## src/rtl/mul_pkg.sv

```systemverilog
// Shared definitions for the iterative RV32M multiplier: mulsel encodings,
// FSM state type and the legal-opcode helper.
package mul_pkg;

  localparam logic [2:0] MUL_LO  = 3'b001;
  localparam logic [2:0] MUL_HSS = 3'b010;
  localparam logic [2:0] MUL_HSU = 3'b011;
  localparam logic [2:0] MUL_HUU = 3'b100;

  typedef enum logic [1:0] {IDLE, CALC, SIGN} mul_state_t;

  function automatic logic is_legal_sel(input logic [2:0] sel);
    return (sel == MUL_LO) || (sel == MUL_HSS) || (sel == MUL_HSU) || (sel == MUL_HUU);
  endfunction

endpackage

```

## src/rtl/mul_shift_add_core.sv

```systemverilog
// Unsigned XLEN x XLEN radix-2 shift-add datapath: load clears the
// accumulator, each step consumes one multiplier bit.
module mul_shift_add_core #(
  parameter int XLEN = 32
) (
  input  logic              clk,
  input  logic              rst,
  input  logic              load,
  input  logic              step,
  input  logic [XLEN-1:0]   mcand_i,
  input  logic [XLEN-1:0]   mplier_i,
  output logic [2*XLEN-1:0] acc_o,
  output logic              cnt_last_o
);

  localparam int CW = $clog2(XLEN);

  logic [2*XLEN-1:0] acc_q, acc_d;
  logic [2*XLEN-1:0] mcand_q, mcand_d;
  logic [XLEN-1:0]   mplier_q, mplier_d;
  logic [CW-1:0]     cnt_q, cnt_d;

  // The multiplicand register is shifted each step, so it always equals mcand << cnt.
  always_comb begin
    // NOTE: every next-state value is defaulted to its register first so no path leaves it unassigned and no latch is inferred.
    acc_d    = acc_q;
    mcand_d  = mcand_q;
    mplier_d = mplier_q;
    cnt_d    = cnt_q;
    if (load) begin
      acc_d    = '0;
      mcand_d  = {{XLEN{1'b0}}, mcand_i};
      mplier_d = mplier_i;
      cnt_d    = '0;
    end else if (step) begin
      if (mplier_q[0]) acc_d = acc_q + mcand_q;
      mcand_d  = mcand_q << 1;
      mplier_d = mplier_q >> 1;
      cnt_d    = cnt_q + CW'(1);
    end
  end

  always_ff @(posedge clk) begin
    // NOTE: state updates use non-blocking assignments so every register samples pre-edge values.
    if (rst) begin
      acc_q    <= '0;
      mcand_q  <= '0;
      mplier_q <= '0;
      cnt_q    <= '0;
    end else begin
      acc_q    <= acc_d;
      mcand_q  <= mcand_d;
      mplier_q <= mplier_d;
      cnt_q    <= cnt_d;
    end
  end

  assign acc_o      = acc_q;
  assign cnt_last_o = (cnt_q == CW'(XLEN - 1));

endmodule

```

## src/rtl/mul_iter_unit.sv

```systemverilog
// Multi-cycle RV32M multiplier (MUL/MULH/MULHSU/MULHU): sign/magnitude
// front end, shift-add core, sign fix-up and half select.
module mul_iter_unit
  import mul_pkg::*;
#(
  parameter int XLEN = 32
) (
  input  logic            clk,
  input  logic            rst,
  input  logic            start,
  input  logic [2:0]      mulsel,
  input  logic [XLEN-1:0] op_a,
  input  logic [XLEN-1:0] op_b,
  input  logic            flush,
  output logic            busy,
  output logic            done,
  output logic [XLEN-1:0] result
);

  mul_state_t        state_q;
  logic [2:0]        op_q;
  logic              neg_q;
  logic [XLEN-1:0]   result_q;
  logic              done_q;

  logic              launch;
  logic              sign_a, sign_b;
  logic [XLEN-1:0]   mag_a, mag_b;
  logic [2*XLEN-1:0] acc;
  logic [2*XLEN-1:0] product;
  logic              cnt_last;

  assign launch = (state_q == IDLE) && start && !flush && is_legal_sel(mulsel);

  // Only operands treated as signed contribute a sign; the magnitude of the
  // most negative value wraps to 2^(XLEN-1), which is correct as unsigned.
  assign sign_a = op_a[XLEN-1] && ((mulsel == MUL_HSS) || (mulsel == MUL_HSU));
  assign sign_b = op_b[XLEN-1] && (mulsel == MUL_HSS);
  assign mag_a  = sign_a ? (~op_a + XLEN'(1)) : op_a;
  assign mag_b  = sign_b ? (~op_b + XLEN'(1)) : op_b;

  mul_shift_add_core #(.XLEN(XLEN)) u_core (
    .clk        (clk),
    .rst        (rst),
    .load       (launch),
    .step       (state_q == CALC),
    .mcand_i    (mag_a),
    .mplier_i   (mag_b),
    .acc_o      (acc),
    .cnt_last_o (cnt_last)
  );

  assign product = neg_q ? (~acc + (2*XLEN)'(1)) : acc;

  always_ff @(posedge clk) begin
    if (rst) begin
      state_q  <= IDLE;
      op_q     <= '0;
      neg_q    <= 1'b0;
      result_q <= '0;
      done_q   <= 1'b0;
    end else begin
      done_q <= 1'b0;
      case (state_q)
        IDLE: if (launch) begin
          state_q <= CALC;
          op_q    <= mulsel;
          neg_q   <= sign_a ^ sign_b;
        end
        CALC: begin
          if (flush)         state_q <= IDLE;
          else if (cnt_last) state_q <= SIGN;
        end
        SIGN: begin
          state_q <= IDLE;
          if (!flush) begin
            result_q <= (op_q == MUL_LO) ? product[XLEN-1:0] : product[2*XLEN-1:XLEN];
            done_q   <= 1'b1;
          end
        end
        default: state_q <= IDLE;
      endcase
    end
  end

  assign busy   = (state_q != IDLE);
  assign done   = done_q;
  assign result = result_q;

endmodule

```

## config.mk

```make
export PLATFORM = sky130hd
export DESIGN_NAME = mul_iter_unit
export DESIGN_NICKNAME = d
export VERILOG_FILES = /design/src/rtl/mul_pkg.sv /design/src/rtl/mul_shift_add_core.sv /design/src/rtl/mul_iter_unit.sv
export SDC_FILE = /design/constraint.sdc
export NUM_CORES = 1
export LEC_CHECK = 0
export ABC_CLOCK_PERIOD_IN_PS = 4300
export BUFFER_PORTS_ARGS = -buffer_cell sky130_fd_sc_hd__clkbuf_2
export CORE_UTILIZATION = 35
export CTS_CLUSTER_DIAMETER = 30
export DETAILED_ROUTE_END_ITERATION = 16
export PLACE_DENSITY = 0.56
export SYNTH_ARGS = -nofsm -noshare
export SYNTH_HDL_FRONTEND = slang
export SYNTH_SLANG_ARGS = --single-unit
```

## constraint.sdc

```tcl
create_clock -name clk -period 4.3 [get_ports clk]
set_clock_uncertainty 0.15 [all_clocks]
set_input_delay 0.43 -clock clk [delete_from_list [all_inputs] [get_ports clk]]
set_output_delay 0.43 -clock clk [all_outputs]
set_load 0.05 [all_outputs]
```

# Word-level counts from Yosys, hierarchy flattened
# Cells that the tools add are included.
dict set report word_totals {
  input_bits 71
  regBits 204
  elab_cells 63
}
dict set report classes {
  reduce_logical 19
  bitwise_logic 6
  mux 13
  eq_ne 10
  n_addsub 5
}
# operator n
set op_table {}
lappend op_table {{$mux W32} 7}
lappend op_table {{$add A32 B1 Y32 const B} 2}
lappend op_table {{$add A64 B1 Y64 const B} 1}
lappend op_table {{$add A64 B64 Y64} 1}
lappend op_table {{$mux W64} 1}
lappend op_table {{$not A32 Y32} 2}
lappend op_table {{$not A64 Y64} 1}
lappend op_table {{$reduce_and A2 Y1} 4}
lappend op_table {{$eq A3 B1 Y1 const B} 2}
lappend op_table {{$eq A3 B2 Y1 const B} 2}
lappend op_table {{$mux W2} 3}
lappend op_table {{$add A5 B1 Y5 const B} 1}
lappend op_table {{$eq A5 B5 Y1 const B} 1}
lappend op_table {{$logic_and A1 B1 Y1} 5}
lappend op_table {{$logic_or A1 B1 Y1} 4}
lappend op_table {{$pmux W2 S2} 1}
lappend op_table {{$reduce_bool A2 Y1} 2}
lappend op_table {{$reduce_or A2 Y1} 2}
lappend op_table {{$eq A3 B3 Y1 const B} 1}
lappend op_table {{$ne A3 B3 Y1 const B} 1}
lappend op_table {{$eq A2 B1 Y1 const B} 1}
lappend op_table {{$eq A2 B2 Y1 const B} 1}
lappend op_table {{$logic_not A2 Y1} 1}
lappend op_table {{$ne A2 B2 Y1 const B} 1}
lappend op_table {{other kinds (4)} 5}

# Logic depth before layout (Yosys ltp)
dict set report depth {
  ltp_word 7
  mapped_depth 13
  mapped_depth_nobuf 13
}

# By module
# A second synthesis with hierarchy kept.
dict set report unflattened {
  cells_unflattened 1969
  hier_area_um2 14896.8
}
# mod n_inst cells_per_inst area_per_inst_um2
set by_module_without_submodules {}
lappend by_module_without_submodules {mul_shift_add_core 1 1264 9965.8}
lappend by_module_without_submodules {mul_iter_unit 1 705 4931.0}

# Worst setup path before layout
# No wires, ideal clock.
dict set report synth_timing {
  kind {register -> register}
  start {register u_core.acc_q[22] (netlist: u_core.acc_o[22])}
  end {register result_q[25] (netlist: result[25])}
  arrival_time_ns 3.349
  stages_incl_launch_ff 12
  setup_slack_ns 0.736
  cell_sequence {dfxtp_1 > or4_4 > or4_4 > or4_4 > or2_4 > or4_4 > or4_4 > nand3_1 > o21ai_1 > a211oi_1 > a21oi_1 > nor2_1}
}
dict set report synth_between {
  elab_chain_len 4
}
# item line_no
set synth_rtl {}
lappend synth_rtl {{start, declared} mul_shift_add_core.sv:18} ;# logic [2*XLEN-1:0] acc_q, acc_d;
lappend synth_rtl {{start signal, assigned} mul_shift_add_core.sv:46} ;# acc_q <= '0;
lappend synth_rtl {{start signal, assigned} mul_shift_add_core.sv:51} ;# acc_q <= acc_d;
lappend synth_rtl {{$not A64 Y64} mul_iter_unit.sv:53} ;# assign product = neg_q ? (~acc + (2*XLEN)'(1)) : acc;
lappend synth_rtl {{$add A64 B1 Y64} mul_iter_unit.sv:53}
lappend synth_rtl {{$mux W64} mul_iter_unit.sv:53}
lappend synth_rtl {{$mux W32} mul_iter_unit.sv:77} ;# result_q <= (op_q == MUL_LO) ? product[XLEN-1:0] : product[2*XLEN-1:XLEN];
lappend synth_rtl {{end signal, assigned} mul_iter_unit.sv:77}
lappend synth_rtl {{end, declared} mul_iter_unit.sv:23} ;# logic [XLEN-1:0] result_q;
# No other way between the ends.
# A chain may end at the register's enable or synchronous reset.

# Final worst setup path
dict set report layout_timing {
  start {register u_core.acc_q[0] (netlist: u_core.acc_o[0])}
  end {register u_core.acc_q[60] (netlist: u_core.acc_o[60])}
}
dict set report layout_between {
  elab_chain_len 1
}
# item line_no
set layout_rtl {}
lappend layout_rtl {{$add A64 B64 Y64} mul_shift_add_core.sv:36} ;# if (mplier_q[0]) acc_d = acc_q + mcand_q;
# No other way between the ends.

==> impl_metrics.tcl <==
set metrics [dict create \
    first_pass_iters 5 \
    syn_inst 1981 \
    grt.overflow.total 0 \
    report.power.total_mw 6.07 \
    yosysWarningCount 0 \
    pin_count 105 \
    critical_path.cell_chain "ha_1 -> fa_1 -> a21oi_1 -> nand4b_1 -> a21oi_1 -> and3b_1 -> o311a_1 -> o31ai_1 -> a211o_1 -> a311oi_1 -> buf_4 -> o31ai_1 -> xnor2_1 -> o21ai_0" \
    min_period_over_period 0.916 \
    gp_congestion 0.960 \
    synth-seq-cells 204 \
    synth_fp_nets 2121 \
    start_util 0.357 \
    routed_wl_microns 48800 \
    worstSetupPathType "flip-flop to flip-flop" \
    dieHeight_microns 204 \
    drt_iter0_drc 1188 \
    max_freq_mhz 254 \
    die_x_microns 204 \
    area.growth.synth_to_final_pct 18.5 \
    numCtsBuffers 48 \
    grt_pass1_vias 13900 \
    antenna_found_initial 0 \
    crit_fanout 6 \
    dieArea_sq_mm 0.0416 \
    slowest_stage "o31ai_1" \
    drv_cap 0 \
    syn_area_per_cell_sq_um 7.21 \
    cts_buffer_depth 3 \
    ys_dominant_reg_cell "dfxtp_1" \
    setup_viol 0 \
    drv_slew 0 \
    critPathLaunchType "flip-flop" \
    synth_area_sq_mm 0.0143 \
    hp-class "input port to flip-flop" \
    cts_setup_buffers 0 \
    numPortBuffers 104 \
    worst_pin_slew_ns 0.945 \
    drc 0 \
    post-route-min-period_ns 3.94 \
    rows 73 \
    nets 2191 \
    relSlewSlack 0.370 \
    status "finished clean" \
    cts_sinks 204 \
    synth.top_cell.area_share 0.286 \
    p_leak_nw 6.96 \
    dp_hpwl_microns 36300 \
    synth_area_leaders "dfxtp_1 29%, nand2_1 11%, a21oi_1 7.1%" \
    arrival_ns 4.22 \
    post_drt_wl_per_cell_microns 18.7 \
    grt_use_total 0.232 \
    ys_async_sr_fraction 0 \
    clock_latency_ns 0.57 \
    synth_edf_count 0 \
    rsz0062_at_grt "false" \
    rrSetupSlack_ns 0.36 \
    clk_pin_slew_ns 0.05 \
    cp_top_family "compound AO/OA/AOI/OAI gates" \
    num_vias 14600 \
    core-area_sq_mm 0.0400 \
    ys_seq_area_frac 0.286 \
    crit_buf_inv 1 \
    num_antenna_cells 0 \
    viasPerCell 5.59 \
    ir_worst_vdd_uv 272 \
    crit_path_max_incr_delay_ns 0.50 \
    cts_tree "built" \
    cp.required_ns 4.58 \
    grt_max_degree 83 \
    ctsRootBufferMaster "clkbuf_16" \
    crit_path_end_kind "flip-flop" \
    final-hold-violation-count 0 \
    drive_above_1_share 0.126 \
    power_density_mw_per_mm2 358 \
    antenna_left 0 \
    yosys.area.top_type "dfxtp_1" \
    htreeDepth 2 \
    synth_cell_type_count 70 \
    grt_pass1_wl_microns 77000 \
    setup_tns_ns 0 \
]
-- metal layers --
layer	routed length, microns	global-route usage	vias to the layer above
met2	21600	0.368	397
li1	-	-	7203
met5	0	0	-
met1	23000	0.318	6902
met4	1750	0.0904	0
met3	2430	0.0308	101
-- kinds of logic after synthesis --
logic type | count (synthesis) | share of synthesized area
multiplexers | 2 | 0.00140
XOR/XNOR | 156 | 0.0957
buffers and inverters | 153 | 0.0470
flip-flops | 204 | 0.286
adder cells (fa/ha/maj) | 69 | 0.0610
AO/OA/AOI/OAI | 563 | 0.251
AND/OR/NAND/NOR | 834 | 0.259
-- placed cells by master (no fill, tap or decap), types with 11 or more instances in the layout --
master and instances:
o211ai_1 19, clkbuf_16 48, xor2_1 81, buf_4 46, nand2_1 430, a21oi_1 202
o31ai_1 28, inv_1 21, nand3_1 31, dfxtp_1 203, a211oi_1 11, ha_1 68
o21bai_1 16, o21ai_0 100, a311oi_1 62, nor4_1 20, xnor2_1 75, a31oi_1 15
a21o_1 52, nor2_1 179, nor3_1 36, and3_1 12, nand4_1 31, clkbuf_2 103
-- final timing paths --
| path | to | startpoint | cells after the start |
|---|---|---|---|
| min | u_core.mplier_q[31] | op_b[31] | 3 |
| max | u_core.acc_o[60] | u_core.acc_o[0] | 14 |
| min reg2reg | result[7] | result[7] | 2 |
| max reg2reg | u_core.acc_o[60] | u_core.acc_o[0] | 14 |
-- worst reg2reg max path, cell delays in order, from the launching register on --
cell and delay, ns:
dfxtp_1 0.44, ha_1 0.25, fa_1 0.22, a21oi_1 0.10, nand4b_1 0.26, a21oi_1 0.16, and3b_1 0.22, o311a_1 0.42
o31ai_1 0.50, a211o_1 0.28, a311oi_1 0.11, buf_4 0.17, o31ai_1 0.30, xnor2_1 0.15, o21ai_0 0.08
-- power by group --
group | internal [mW] | switching (mW) | leakage (nW)
sequential | 1.94 | 0.0398 | 1.65
combinational | 0.154 | 0.292 | 4.52
clock | 2.42 | 1.21 | 0.790
total | 4.52 | 1.55 | 6.96
-- cell type report --
class | count | area, sq um
Clock buffer | 62 | 1320
Clock inverter | 24 | 315
Fill cell | 4206 | 23100
Inverter | 21 | 78.8
Multi-Input combinational cell | 1624 | 9560
Sequential cell | 204 | 4090
Tap cell | 525 | 657
Timing Repair Buffer | 152 | 901
-- state kept, by name, indices dropped and copies added (netlist names) --
name,count
u_core.acc_o,64
state_q,2
result,32
neg_q,1
op_q,3
u_core.mcand_q,64
done,1
u_core.cnt_q,5
u_core.mplier_q,32
-- synthesized netlist by cell type, types with 8 or more instances --
master	number
a21o_1	52
or4_1	9
xnor2_1	75
or3_1	9
o31ai_1	28
nand4_1	31
o211ai_1	19
ha_1	68
nor2_1	179
clkbuf_8	8
nand2_1	431
nand3_1	31
and3_1	12
nor2b_1	11
nand2b_1	11
a211oi_1	11
a311oi_1	62
a31oi_1	15
and2_1	10
clkbuf_1	115
dfxtp_1	204
o21bai_1	16
o21ai_0	100
nor3_1	36
o41ai_1	8
or2_2	10
a21oi_1	202
nor4_1	20
xor2_1	81
inv_1	21
-- what timing repair did --
action,4_1_cts,5_1_grt
resized for setup,0,0
endpoints found under the setup margin,0,0
hold buffers,2,0
endpoints found under the hold margin,2,0
-- per-stage QoR --
stage / instance area, sq um / hold WS (ns) / instances / util / worst slack, ns
floorplan: 14300 / 0.290 / 1981 / - / 0.736
global placement: 15300 / 0.294 / 2524 / 0.381 / 0.546
detailed placement: 15300 / 0.298 / 2524 / 0.381 / 0.431
CTS: 16900 / 0.00844 / 2612 / 0.423 / 0.437
global route: 16900 / 0.0247 / 2612 / 0.423 / 0.146
finish: 16900 / 0.00796 / 2612 / 0.423 / 0.360
(Power assumes the default switching activity.)
